--- src/rtl/eth_pkg.sv ---
// Shared Ethernet TX constants and the frame-engine state type.
package eth_pkg;
  localparam logic [7:0]  ETH_PREAMBLE = 8'h55;
  localparam logic [7:0]  ETH_SFD      = 8'hD5;
  localparam logic [31:0] CRC_POLY     = 32'hEDB88320;
  localparam logic [31:0] CRC_INIT     = 32'hFFFFFFFF;
  localparam int unsigned MTU          = 1536;
  localparam int unsigned MIN_FRAME    = 60;
  localparam int unsigned IFG_BYTES    = 12;

  typedef enum logic [2:0] {
    S_IDLE,
    S_PRE,
    S_SFD,
    S_DATA,
    S_PAD,
    S_FCS,
    S_IFG
  } tx_state_t;
endpackage

--- src/rtl/eth_crc32_byte.sv ---
// Combinational one-octet step of the reflected IEEE CRC32.
module eth_crc32_byte (
  input  logic [31:0] crc_in,
  input  logic [7:0]  data_in,
  output logic [31:0] crc_out
);
  import eth_pkg::*;

  logic [31:0] c;

  always_comb begin
    c = crc_in ^ {24'h000000, data_in};
    for (int unsigned i = 0; i < 8; i++) begin
      c = c[0] ? ((c >> 1) ^ CRC_POLY) : (c >> 1);
    end
    crc_out = c;
  end
endmodule

--- src/rtl/eth_tx_frame_engine.sv ---
// Reads a payload from the TX BRAM and streams a complete Ethernet frame
// (preamble, SFD, payload, zero pad, FCS) followed by the inter-frame gap.
module eth_tx_frame_engine #(
  parameter int unsigned MTU       = eth_pkg::MTU,
  parameter int unsigned ADDR_W    = 11,
  parameter int unsigned MIN_FRAME = eth_pkg::MIN_FRAME,
  parameter int unsigned IFG_BYTES = eth_pkg::IFG_BYTES
) (
  input  logic              clk,
  input  logic              rst_n,
  input  logic              start,
  input  logic [15:0]       tx_len,
  output logic              busy,
  output logic              done,
  output logic              err_len,
  output logic [ADDR_W-1:0] buf_addr,
  input  logic [7:0]        buf_rdata,
  output logic [7:0]        tx_data,
  output logic              tx_valid,
  input  logic              tx_ready,
  output logic              tx_sof,
  output logic              tx_eof
);
  import eth_pkg::*;

  localparam logic [ADDR_W:0]   CNT_ONE  = {{ADDR_W{1'b0}}, 1'b1};
  localparam logic [ADDR_W-1:0] ADDR_ONE = {{(ADDR_W-1){1'b0}}, 1'b1};

  tx_state_t       state;
  logic [15:0]     len_q;
  logic [ADDR_W:0] cnt;
  logic [ADDR_W:0] rd_idx;
  logic [5:0]      pad_cnt;
  logic [5:0]      ifg_cnt;
  logic [31:0]     crc;
  logic [31:0]     crc_nx;
  logic [7:0]      fcs_next;

  logic [7:0]      fifo_mem [2];
  logic            wr_ptr;
  logic            rd_ptr;
  logic [1:0]      fifo_cnt;
  logic [1:0]      occ;
  logic            rd_pending;

  logic            advance;
  logic            last_data;
  logic            pop;
  logic            reads_left;
  logic            issue;

  eth_crc32_byte u_crc (
    .crc_in  (crc),
    .data_in (tx_data),
    .crc_out (crc_nx)
  );

  assign advance    = tx_valid & tx_ready;
  assign last_data  = (16'(cnt) == (len_q - 16'd1));
  assign pop        = advance && ((state == S_SFD) || ((state == S_DATA) && !last_data));
  assign reads_left = (16'(rd_idx) < len_q) && (state inside {S_PRE, S_SFD, S_DATA});
  assign occ        = fifo_cnt + 2'(rd_pending);
  // Keep at most two bytes in flight or buffered so a pop every cycle never starves.
  assign issue      = reads_left && ((occ < 2'd2) || (pop && (occ == 2'd2)));

  always_comb begin
    fcs_next = ~crc[31:24];
    case (cnt[1:0])
      2'd0:    fcs_next = ~crc[15:8];
      2'd1:    fcs_next = ~crc[23:16];
      default: ;
    endcase
  end

  always_ff @(posedge clk or negedge rst_n) begin
    if (!rst_n) begin
      buf_addr   <= '0;
      rd_idx     <= '0;
      rd_pending <= 1'b0;
      wr_ptr     <= 1'b0;
      rd_ptr     <= 1'b0;
      fifo_cnt   <= '0;
    end else if (state == S_IDLE) begin
      buf_addr   <= '0;
      rd_idx     <= '0;
      rd_pending <= 1'b0;
      wr_ptr     <= 1'b0;
      rd_ptr     <= 1'b0;
      fifo_cnt   <= '0;
    end else begin
      rd_pending <= issue;
      if (issue) begin
        rd_idx <= rd_idx + CNT_ONE;
        // Address stops at len-1 so nothing past the payload is ever read.
        if ((16'(rd_idx) + 16'd1) < len_q) buf_addr <= buf_addr + ADDR_ONE;
      end
      if (rd_pending) wr_ptr <= ~wr_ptr;
      if (pop)        rd_ptr <= ~rd_ptr;
      fifo_cnt <= fifo_cnt + 2'(rd_pending) - 2'(pop);
    end
  end

  always_ff @(posedge clk) begin
    if (rd_pending) fifo_mem[wr_ptr] <= buf_rdata;
  end

  always_ff @(posedge clk or negedge rst_n) begin
    if (!rst_n) begin
      state    <= S_IDLE;
      busy     <= 1'b0;
      done     <= 1'b0;
      err_len  <= 1'b0;
      tx_valid <= 1'b0;
      tx_sof   <= 1'b0;
      tx_eof   <= 1'b0;
      tx_data  <= '0;
      len_q    <= '0;
      cnt      <= '0;
      pad_cnt  <= '0;
      ifg_cnt  <= '0;
      crc      <= CRC_INIT;
    end else begin
      done    <= 1'b0;
      err_len <= 1'b0;
      case (state)
        S_IDLE: begin
          if (start && !done) begin
            if ((tx_len == '0) || (tx_len > 16'(MTU))) begin
              err_len <= 1'b1;
            end else begin
              len_q    <= tx_len;
              cnt      <= '0;
              crc      <= CRC_INIT;
              busy     <= 1'b1;
              tx_valid <= 1'b1;
              tx_sof   <= 1'b1;
              tx_data  <= ETH_PREAMBLE;
              state    <= S_PRE;
            end
          end
        end
        S_PRE: begin
          if (advance) begin
            tx_sof <= 1'b0;
            if (cnt[2:0] == 3'd6) begin
              tx_data <= ETH_SFD;
              state   <= S_SFD;
            end else begin
              cnt <= cnt + CNT_ONE;
            end
          end
        end
        S_SFD: begin
          if (advance) begin
            cnt     <= '0;
            tx_data <= fifo_mem[rd_ptr];
            state   <= S_DATA;
          end
        end
        S_DATA: begin
          if (advance) begin
            crc <= crc_nx;
            if (last_data) begin
              cnt <= '0;
              if (len_q < 16'(MIN_FRAME)) begin
                pad_cnt <= 6'(16'(MIN_FRAME) - len_q - 16'd1);
                tx_data <= '0;
                state   <= S_PAD;
              end else begin
                tx_data <= ~crc_nx[7:0];
                state   <= S_FCS;
              end
            end else begin
              cnt     <= cnt + CNT_ONE;
              tx_data <= fifo_mem[rd_ptr];
            end
          end
        end
        S_PAD: begin
          if (advance) begin
            crc <= crc_nx;
            if (pad_cnt == '0) begin
              tx_data <= ~crc_nx[7:0];
              state   <= S_FCS;
            end else begin
              pad_cnt <= pad_cnt - 6'd1;
            end
          end
        end
        S_FCS: begin
          if (advance) begin
            if (cnt[1:0] == 2'd3) begin
              tx_valid <= 1'b0;
              tx_eof   <= 1'b0;
              ifg_cnt  <= '0;
              state    <= S_IFG;
            end else begin
              cnt     <= cnt + CNT_ONE;
              tx_data <= fcs_next;
              tx_eof  <= (cnt[1:0] == 2'd2);
            end
          end
        end
        S_IFG: begin
          if (tx_ready) begin
            if (ifg_cnt == 6'(IFG_BYTES - 1)) begin
              busy  <= 1'b0;
              done  <= 1'b1;
              state <= S_IDLE;
            end else begin
              ifg_cnt <= ifg_cnt + 6'd1;
            end
          end
        end
        default: state <= S_IDLE;
      endcase
    end
  end
endmodule

--- config.mk ---
export PLATFORM = sky130hd
export DESIGN_NAME = eth_tx_frame_engine
export DESIGN_NICKNAME = d
export VERILOG_FILES = /design/src/rtl/eth_pkg.sv /design/src/rtl/eth_crc32_byte.sv /design/src/rtl/eth_tx_frame_engine.sv
export SDC_FILE = /design/constraint.sdc
export NUM_CORES = 1
export LEC_CHECK = 0
export ABC_AREA = 1
export CORE_ASPECT_RATIO = 0.5
export CORE_MARGIN = 1
export CORE_UTILIZATION = 60
export CTS_CLUSTER_DIAMETER = 120
export DETAILED_ROUTE_END_ITERATION = 12
export PLACE_DENSITY = 0.79
export SETUP_SLACK_MARGIN = 0.5
export SLEW_MARGIN = 15
export SYNTH_ARGS = -nofsm -noshare
export SYNTH_HDL_FRONTEND = slang
export SYNTH_SLANG_ARGS = --single-unit
--- constraint.sdc ---
create_clock -name clk -period 6.6 [get_ports clk]
set_input_delay 1.98 -clock clk [delete_from_list [all_inputs] [get_ports clk]]
set_output_delay 1.98 -clock clk [all_outputs]
set_load 0.01 [all_outputs]
==> summary.log, run 1 <==
[outcome] result of the run finished, final reports clean
[clock_network] PostCTS Resize Cnt 0
[critical_path] most prevalent standard cell on the critical path nand2_1
[critical_path] Critical Path Fanout Max 18
[routing] routed wire length per instance 16.5 µm
[final_layout] antenna cells 0
[final_layout] total non-filler cell area in the finished layout 10200 µm²
[global_routing] largest net degree at the start of global routing 76
[global_routing] global routing met3 resource utilization 0.0586
[final_layout] register cell area after layout 3450 µm²
[final_layout] final cell count without fillers 1366
[placement] gp weighted congestion 0.915
[timing] worst-margin pin slew 1.01 ns
[clock_network] number of H-tree levels 4
[final_layout] share of post-route cells with drive strength above 1 0.132
[placement] instance area at placement 9520 µm²
[critical_path] required time at the endpoint of the critical path 6.94 ns
[synthesis] Avg Synthesized Cell Area 8.01 µm²
[min_path] Worst Hold Launch done
[critical_path] launch point of the worst reg-to-reg path rd_idx[7]
[clock_network] TritonCTS Buffers 17
[timing] post-route clock skew 0.0140 ns
[synthesis] net count of the mapped netlist 1171
[placement] buffers added on ports 52
[global_routing] peak-usage layer in the global routing report met2
[clock_network] cts hold-fix bufs 0
[clock_network] clock root buffer clkbuf_16
[synthesis] flip-flop and latch count after synthesis 133
[routing] detailed-route DRC error count 0
[min_path] worst hold path endpoint err_len
[critical_path] Critical Path Source Type primary input
[critical_path] Worst Path Arrival 4.81 ns
[global_routing] global-route met2 utilization 0.541
[floorplan] Rows 30
[routing] antenna viol nets, final 0
[timing] final hold violation count 0
[critical_path] Max stage delay cell, worst path a21boi_2
[timing] count of final max-slew check failures 0
[global_routing] GR Layer Usage met1 0.403
[final_layout] Layout Nets 1228
[critical_path] minimum setup slack among reg-to-reg paths 3.02 ns
[final_layout] Area Growth Syn to Fin 15.3%
[floorplan] die width 174 µm
[timing] final clock period utilization by the worst path 0.678
[placement] minimum setup slack after placement 1.82 ns
[synthesis] distinct cell type count of the synthesized netlist 55
[clock_network] TritonCTS clock tree yes
[timing] Total Negative Setup Slacks 0 ns
[clock_network] Max Root-Sink Buffers 2
[floorplan] count of pins on the block boundary 53
[placement] post-DP HPWL 15.9 mm
[clock_network] clock insertion delay at the later pin of the skew report 0.43 ns
[timing] minimum setup slack in the final design 2.12 ns
[synthesis] yosys warns 0
[placement] number of placed cells counting well taps 1334
[timing] maximum operating frequency 0.223 GHz
[synthesis] gate count after technology mapping 1104
[timing] normalized max-slew margin 0.324
[routing] vias per cell 5.65
[critical_path] reg2reg end buf_addr[3]
[synthesis] asr flop ratio synth 0.880
[global_routing] vias in the first global route 7523
[timing] unrepaired setup endpoints after global routing no
[synthesis] portion of the post-synthesis area used by sequential elements 0.390
[timing] total of endpoints with negative setup slack in the final report 0
[critical_path] category of the most critical setup path in -> reg
[critical_path] Setup crit end kind register
[floorplan] starting utilization of the core area 0.633
[clock_network] post-CTS setup buffer count 0
[synthesis] number of synthesized flops with an enable pin 16
[pwr] standby leakage power 4.82 nW
[synthesis] netlist area before placement 8840 µm²
[global_routing] wire length of the first global-routing pass 37.6 mm
[clock_network] clock sink total 133
[min_path] Min-Delay Path Class reg -> reg
[synthesis] Most used DFF post-synth dfrtp_1
[final_layout] Filler Cells Inserted 1071
[global_routing] number of antenna violations at the first check in global routing 0
[timing] post-layout min period 4.48 ns
[pwr] total power per unit cell area 465 nW/µm²
[floorplan] total core area 14000 µm²
[routing] number of optimization iterations in the first detailed-route pass 5
[flow_run] Max-cap violations 0
[routing] number of vias in the routed layout 7719
[min_path] number of cells traversed by the worst hold path 1
[clock_network] clock-pin slew on the worst setup and hold paths 0.06 ns
[floorplan] area of the die 15300 µm²
[global_routing] GRT Residual Overflow 0
[routing] initial detailed-routing violation count 679
[routing] total wire length 22.6 mm
[critical_path] Crit path largest cell delay 0.64 ns
[final_layout] area of the multi-input gates 4710 µm²
[critical_path] cells along the critical path clkdlybuf4s50_1, nor4_1, nand3_1, nand2_1, nand2_1, inv_2, nand2_1, a21boi_2, inv_1, a22oi_1
[pwr] Max VDD drop 0.268 mV
[floorplan] vertical die dimension 87.8 µm
[global_routing] Total GRT Usage 0.315
[critical_path] number of cells on the worst reg-to-reg path 14
## per-layer routing
metal  vias up  routed length, µm
met5         -                  0
met4         0                477
met3        44               1130
met2       255              10800
met1      3703              10200
li1       3717                  -
## through the flow
step                power, mW  hold WS [ns]   util
finish                   4.74         0.467  0.730
detailed placement       3.55         0.462  0.682
CTS                      4.70         0.471  0.730
global route             5.04         0.494  0.730
global placement         3.47         0.447  0.682
floorplan                2.97         0.458      -
## layout by cell type, fill, tap and decap left out, types with 4 or more instances in the layout
cell             netlist  layout
a21oi_1               42      42
a22oi_1                4       4
a31oi_1                5       5
a41oi_1                4       4
buf_4                  0       4
bufinv_16              0       6
clkbuf_16              0      17
clkdlybuf4s50_1        0      51
dfrtp_1               85      85
dfstp_2               32      32
edfxtp_1              16      16
ha_1                  39      39
inv_1                139     139
inv_2                 16      16
inv_6                  0       4
nand2_1              224     224
nand2_2               19      19
nand2_4                5       5
nand3_1               67      67
nand3b_1               6       6
nand4_1               13      13
nor2_1                94      94
nor2_2                 5       5
nor2_4                 7       7
nor3_1                15      15
nor4_1                 9       9
o211ai_1              13      13
o21ai_0               62      62
o21ai_1                7       7
o21ai_2               10      10
o22ai_1                8       8
or2_2                 13      13
xnor2_1               21      21
xor2_1                76      76
## worst max-delay path by stage
| stage | start | to | slack [ns] | cells past startpoint |
|---|---|---|---|---|
| detailed placement | tx_len[12] | crc[14] | 1.82 | 11 |
| finish | tx_len[12] | crc[1] | 2.12 | 10 |
| floorplan | tx_len[3] | cnt[11] | 2.96 | 15 |
| global route | tx_len[12] | len_q[10] | 1.81 | 9 |
| CTS | tx_len[12] | crc[1] | 2.19 | 10 |
| global placement | tx_len[12] | crc[11] | 1.88 | 11 |
## registers in the layout, summed over array words and instances, names as in the netlist, 2 cells and up
register,flops
crc,32
fifo_cnt,2
tx_data,8
ifg_cnt,6
rd_idx,12
len_q,16
buf_addr,11
state,3
fifo_mem,16
pad_cnt,6
cnt,12
## final cells by class
cell class	instances	share of cell area
multi-input combinational	799	0.462
inverter	155	0.0570
sequential	133	0.338
clock buffer	18	0.0421
tap	192	0.0236
timing repair buffer	55	0.0530
clock inverter	14	0.0242
## power breakdown
| part | total, mW | switching, mW | internal (mW) | leakage, nW |
|---|---|---|---|---|
| clock network | 1.12 | 0.404 | 0.715 | 0.330 |
| logic | 2.36 | 1.57 | 0.793 | 2.92 |
| registers | 1.26 | 0.193 | 1.07 | 1.57 |
## worst max-delay path, delay by kind of cell
family | cells | cell delay, ns
and+or+nand+nor | 5 | 1.09
buffers and inverters | 3 | 0.85
AOI/OAI and AO/OA | 2 | 0.90
## synth_stat cells (2+ instances only)
cell | number | share of area
a22oi_1 | 4 | 0.0034
or2_2 | 13 | 0.0092
dfstp_2 | 32 | 0.095
buf_6 | 4 | 0.0051
o21ai_0 | 62 | 0.035
nand4_1 | 13 | 0.0092
nor2_2 | 5 | 0.0035
nand3_1 | 67 | 0.038
xnor2_2 | 3 | 0.0055
nand2_4 | 5 | 0.0064
o21ai_2 | 10 | 0.0099
ha_1 | 39 | 0.055
nor3_4 | 2 | 0.0037
inv_2 | 16 | 0.0068
xor2_1 | 76 | 0.075
nor2_4 | 7 | 0.0089
o22ai_1 | 8 | 0.0057
nor2_1 | 94 | 0.040
a31oi_1 | 5 | 0.0035
clkbuf_1 | 7 | 0.0030
xnor2_1 | 21 | 0.021
inv_1 | 139 | 0.059
nor3b_1 | 3 | 0.0025
nand2_2 | 19 | 0.013
buf_2 | 6 | 0.0034
nand3_2 | 3 | 0.0034
o21ai_1 | 7 | 0.0040
o211ai_1 | 13 | 0.011
a41oi_1 | 4 | 0.0040
nor4_1 | 9 | 0.0064
a32oi_1 | 2 | 0.0020
nor3_1 | 15 | 0.0085
dfrtp_1 | 85 | 0.24
nand3b_1 | 6 | 0.0051
a21oi_1 | 42 | 0.024
nand2_1 | 224 | 0.095
edfxtp_1 | 16 | 0.054
## logic make-up after synthesis
group / after synthesis / share of synthesized area
DFF: 133 / 0.390
buffers and inverters: 172 / 0.0773
muxes: 1 / 0.00113
xor gates and xnor gates: 101 / 0.105
adders and majority gates: 39 / 0.0552
AOI/OAI and AO/OA: 168 / 0.113
and+or+nand+nor: 490 / 0.259
(Power assumes the default switching activity.)
==> run 2: changes to the inputs <==
==> constraint.sdc (replaced) <==
create_clock -name clk -period 4.4 [get_ports clk]
set_input_delay 1.32 -clock clk [delete_from_list [all_inputs] [get_ports clk]]
set_output_delay 1.32 -clock clk [all_outputs]
set_load 0.01 [all_outputs]
==> run 2 against run 1 <==
Total power increased by 44%. Largest cell class unchanged. Register-to-register slack got worse by 2.1 ns. Setup slack got worse by 1.2 ns.
==> summary.log, run 2 (synthesis gave the netlist of run 1 again) <==
[final_layout] Largest register FFs 32
[routing] routed wire length per instance 16.2 µm
[clock_network] clock sink total 133
[pwr] cell internal power dissipation 3.60 mW
[global_routing] Total GRT Usage 0.314
[global_routing] vias in the first global route 7633
[global_routing] number of antenna violations at the first check in global routing 0
[pwr] sum of internal, switching and leakage power 6.85 mW
[global_routing] wire length of the first global-routing pass 37.3 mm
[clock_network] Max Root-Sink Buffers 2
[min_path] Min-Delay Path Class reg -> reg
[timing] unrepaired setup endpoints after global routing no
[critical_path] number of buffer and inverter stages on the critical path 2
[flow_run] Max-cap violations 0
[final_layout] Layout Nets 1233
[pwr] Max VDD drop 0.397 mV
[clock_network] clock root buffer clkbuf_16
[critical_path] required time at the endpoint of the critical path 4.78 ns
[critical_path] Max stage delay cell, worst path dfrtp_1
[routing] vias per cell 5.68
[clock_network] TritonCTS Buffers 17
[global_routing] largest net degree at the start of global routing 60
[critical_path] cells along the critical path inv_1, nor3_1, nand3_1, nor2_1, nand3_1, xor2_1, ha_1, inv_1, nor3_1, a211oi_1, o21ai_0, a21oi_1, nand3_2, nand2_2, nand2_1, nand2_1
[final_layout] Area Growth Syn to Fin 14.7%
[clock_network] post-CTS setup buffer count 0
[final_layout] antenna cells 0
[pwr] combinational cell fraction of total power 0.514
[min_path] worst hold path endpoint crc[24]
[outcome] result of the run finished, final reports clean
[routing] Met2 Wirelength 10.4 mm
[critical_path] Critical Path Source Type register
[final_layout] most common library cell in the layout ignoring fill and taps nand2_1
[floorplan] die width 174 µm
[final_layout] leading registers by flop count crc x32, fifo_mem x16, len_q x16
[routing] number of vias in the routed layout 7785
[clock_network] number of H-tree levels 4
[timing] final hold violation count 0
[timing] post-layout min period 3.53 ns
[placement] gp weighted congestion 0.941
[final_layout] final cell count without fillers 1371
[floorplan] Rows 30
[routing] detailed-route DRC error count 0
[pwr] standby leakage power 4.80 nW
[min_path] Worst Hold Launch crc[24]
[final_layout] highest-count cells in the layout ignoring fill and taps 224 x nand2_1, 139 x inv_1, 94 x nor2_1
[floorplan] starting utilization of the core area 0.633
[pwr] power share of the sequential group 0.276
[critical_path] cell class contributing the biggest share of worst-path delay simple AND/OR/NAND/NOR gates
[routing] initial detailed-routing violation count 638
[routing] routed length on met3 1.31 mm
[critical_path] reg2reg end buf_addr[7]
[placement] buffers added on ports 52
[routing] DRT met1 WL 9.93 mm
[floorplan] vertical die dimension 87.8 µm
[timing] maximum operating frequency 0.284 GHz
[floorplan] count of pins on the block boundary 53
[final_layout] share of post-route cells with drive strength above 1 0.137
[final_layout] Filler Cells Inserted 1072
[clock_network] PostCTS Resize Cnt 0
[min_path] number of cells traversed by the worst hold path 2
[clock_network] clock-pin slew on the worst setup and hold paths 0.07 ns
[critical_path] category of the most critical setup path reg -> reg
[timing] worst-margin pin slew 0.792 ns
[timing] final clock period utilization by the worst path 0.801
[floorplan] area of the die 15300 µm²
[pwr] total power per unit cell area 675 nW/µm²
[routing] total wire length 22.2 mm
[critical_path] number of cells on the worst reg-to-reg path 16
[clock_network] clock insertion delay at the later pin of the skew report 0.44 ns
[routing] antenna viol nets, final 0
[final_layout] top register by number of flip-flops crc
[clock_network] cts hold-fix bufs 0
[critical_path] Crit path largest cell delay 0.41 ns
[pwr] power share of the clock group 0.210
[timing] count of final max-slew check failures 0
[global_routing] GRT Residual Overflow 0
[critical_path] launch point of the worst reg-to-reg path rd_idx[2]
[timing] Total Negative Setup Slacks 0 ns
[timing] post-route clock skew 0.0112 ns
[critical_path] Worst Path Arrival 3.90 ns
[pwr] net switching fraction of the power 0.474
[timing] normalized max-slew margin 0.472
[routing] top metal layer carrying routed signals met4
[clock_network] TritonCTS clock tree yes
[floorplan] total core area 14000 µm²
[critical_path] Setup crit end kind register
[placement] post-DP HPWL 16.2 mm
[critical_path] minimum setup slack among reg-to-reg paths 0.87 ns
[critical_path] Critical Path Fanout Max 12
[final_layout] post-route core utilization 0.727
[placement] number of placed cells counting well taps 1339
[pwr] switching power summed over all nets 3.25 mW
[routing] number of optimization iterations in the first detailed-route pass 5
[timing] total of endpoints with negative setup slack in the final report 0
-- run 2: changes by cell type in the layout (fill, tap and decap cells not counted) --
cell	before	now
buf_4	4	9
bufinv_16	6	1
clkbuf_1	1	0
clkinv_8	0	1
clkinvlp_4	0	1
inv_6	4	6
inv_8	0	2
-- run 2: metrics by stage --
stage / setup slack, ns / hold WS (ns) / area (µm²)
global route: 0.637 / 0.517 / 10100
floorplan: 1.42 / 0.458 / 8840
detailed placement: 0.504 / 0.477 / 9560
CTS: 0.911 / 0.487 / 10100
global placement: 0.613 / 0.471 / 9560
finish: 0.875 / 0.483 / 10100
-- run 2: how the worst max path moves through the flow --
stage	start	endpoint	slack [ns]	cells after the start
floorplan	tx_len[3]	cnt[11]	1.42	15
global placement	tx_len[12]	cnt[2]	0.61	15
detailed placement	tx_len[12]	cnt[4]	0.50	15
CTS	rd_idx[2]	buf_addr[7]	0.91	16
global route	rd_idx[2]	buf_addr[4]	0.64	16
finish	rd_idx[2]	buf_addr[7]	0.87	16
-- run 2: per-layer routing --
layer | up-vias | track usage
met5 | - | 0
met4 | 0 | 0.140
met3 | 56 | 0.0543
met2 | 287 | 0.532
met1 | 3704 | 0.403
li1 | 3738 | -
-- run 2: worst reg2reg max path: cells and delay by family (launching register included) --
kind | cells | cell delay, ns
fa+ha+maj | 1 | 0.30
simple gates | 9 | 1.76
flops | 1 | 0.41
compound gates | 3 | 0.56
buf+inv | 2 | 0.17
xor+xnor | 1 | 0.27
-- run 2: layout make-up --
class	instances	area, µm²	share of cell area
multi-input cells	799	4710	0.464
well taps	192	240	0.0237
repair buffers	60	578	0.0570
clock inverters	15	160	0.0158
inverters	155	582	0.0573
clock buffers	17	425	0.0419
flip-flops and latches	133	3450	0.340
-- run 2: power groups by stage --
stage                     Clock [mW]  Combinational, mW  Sequential (mW)
after floorplan                    0               2.61             1.84
after global placement             0               3.33             1.89
after detailed placement           0               3.44             1.89
after CTS                       1.46               3.48             1.88
after global routing            1.50               3.88             1.92
final                           1.44               3.52             1.89
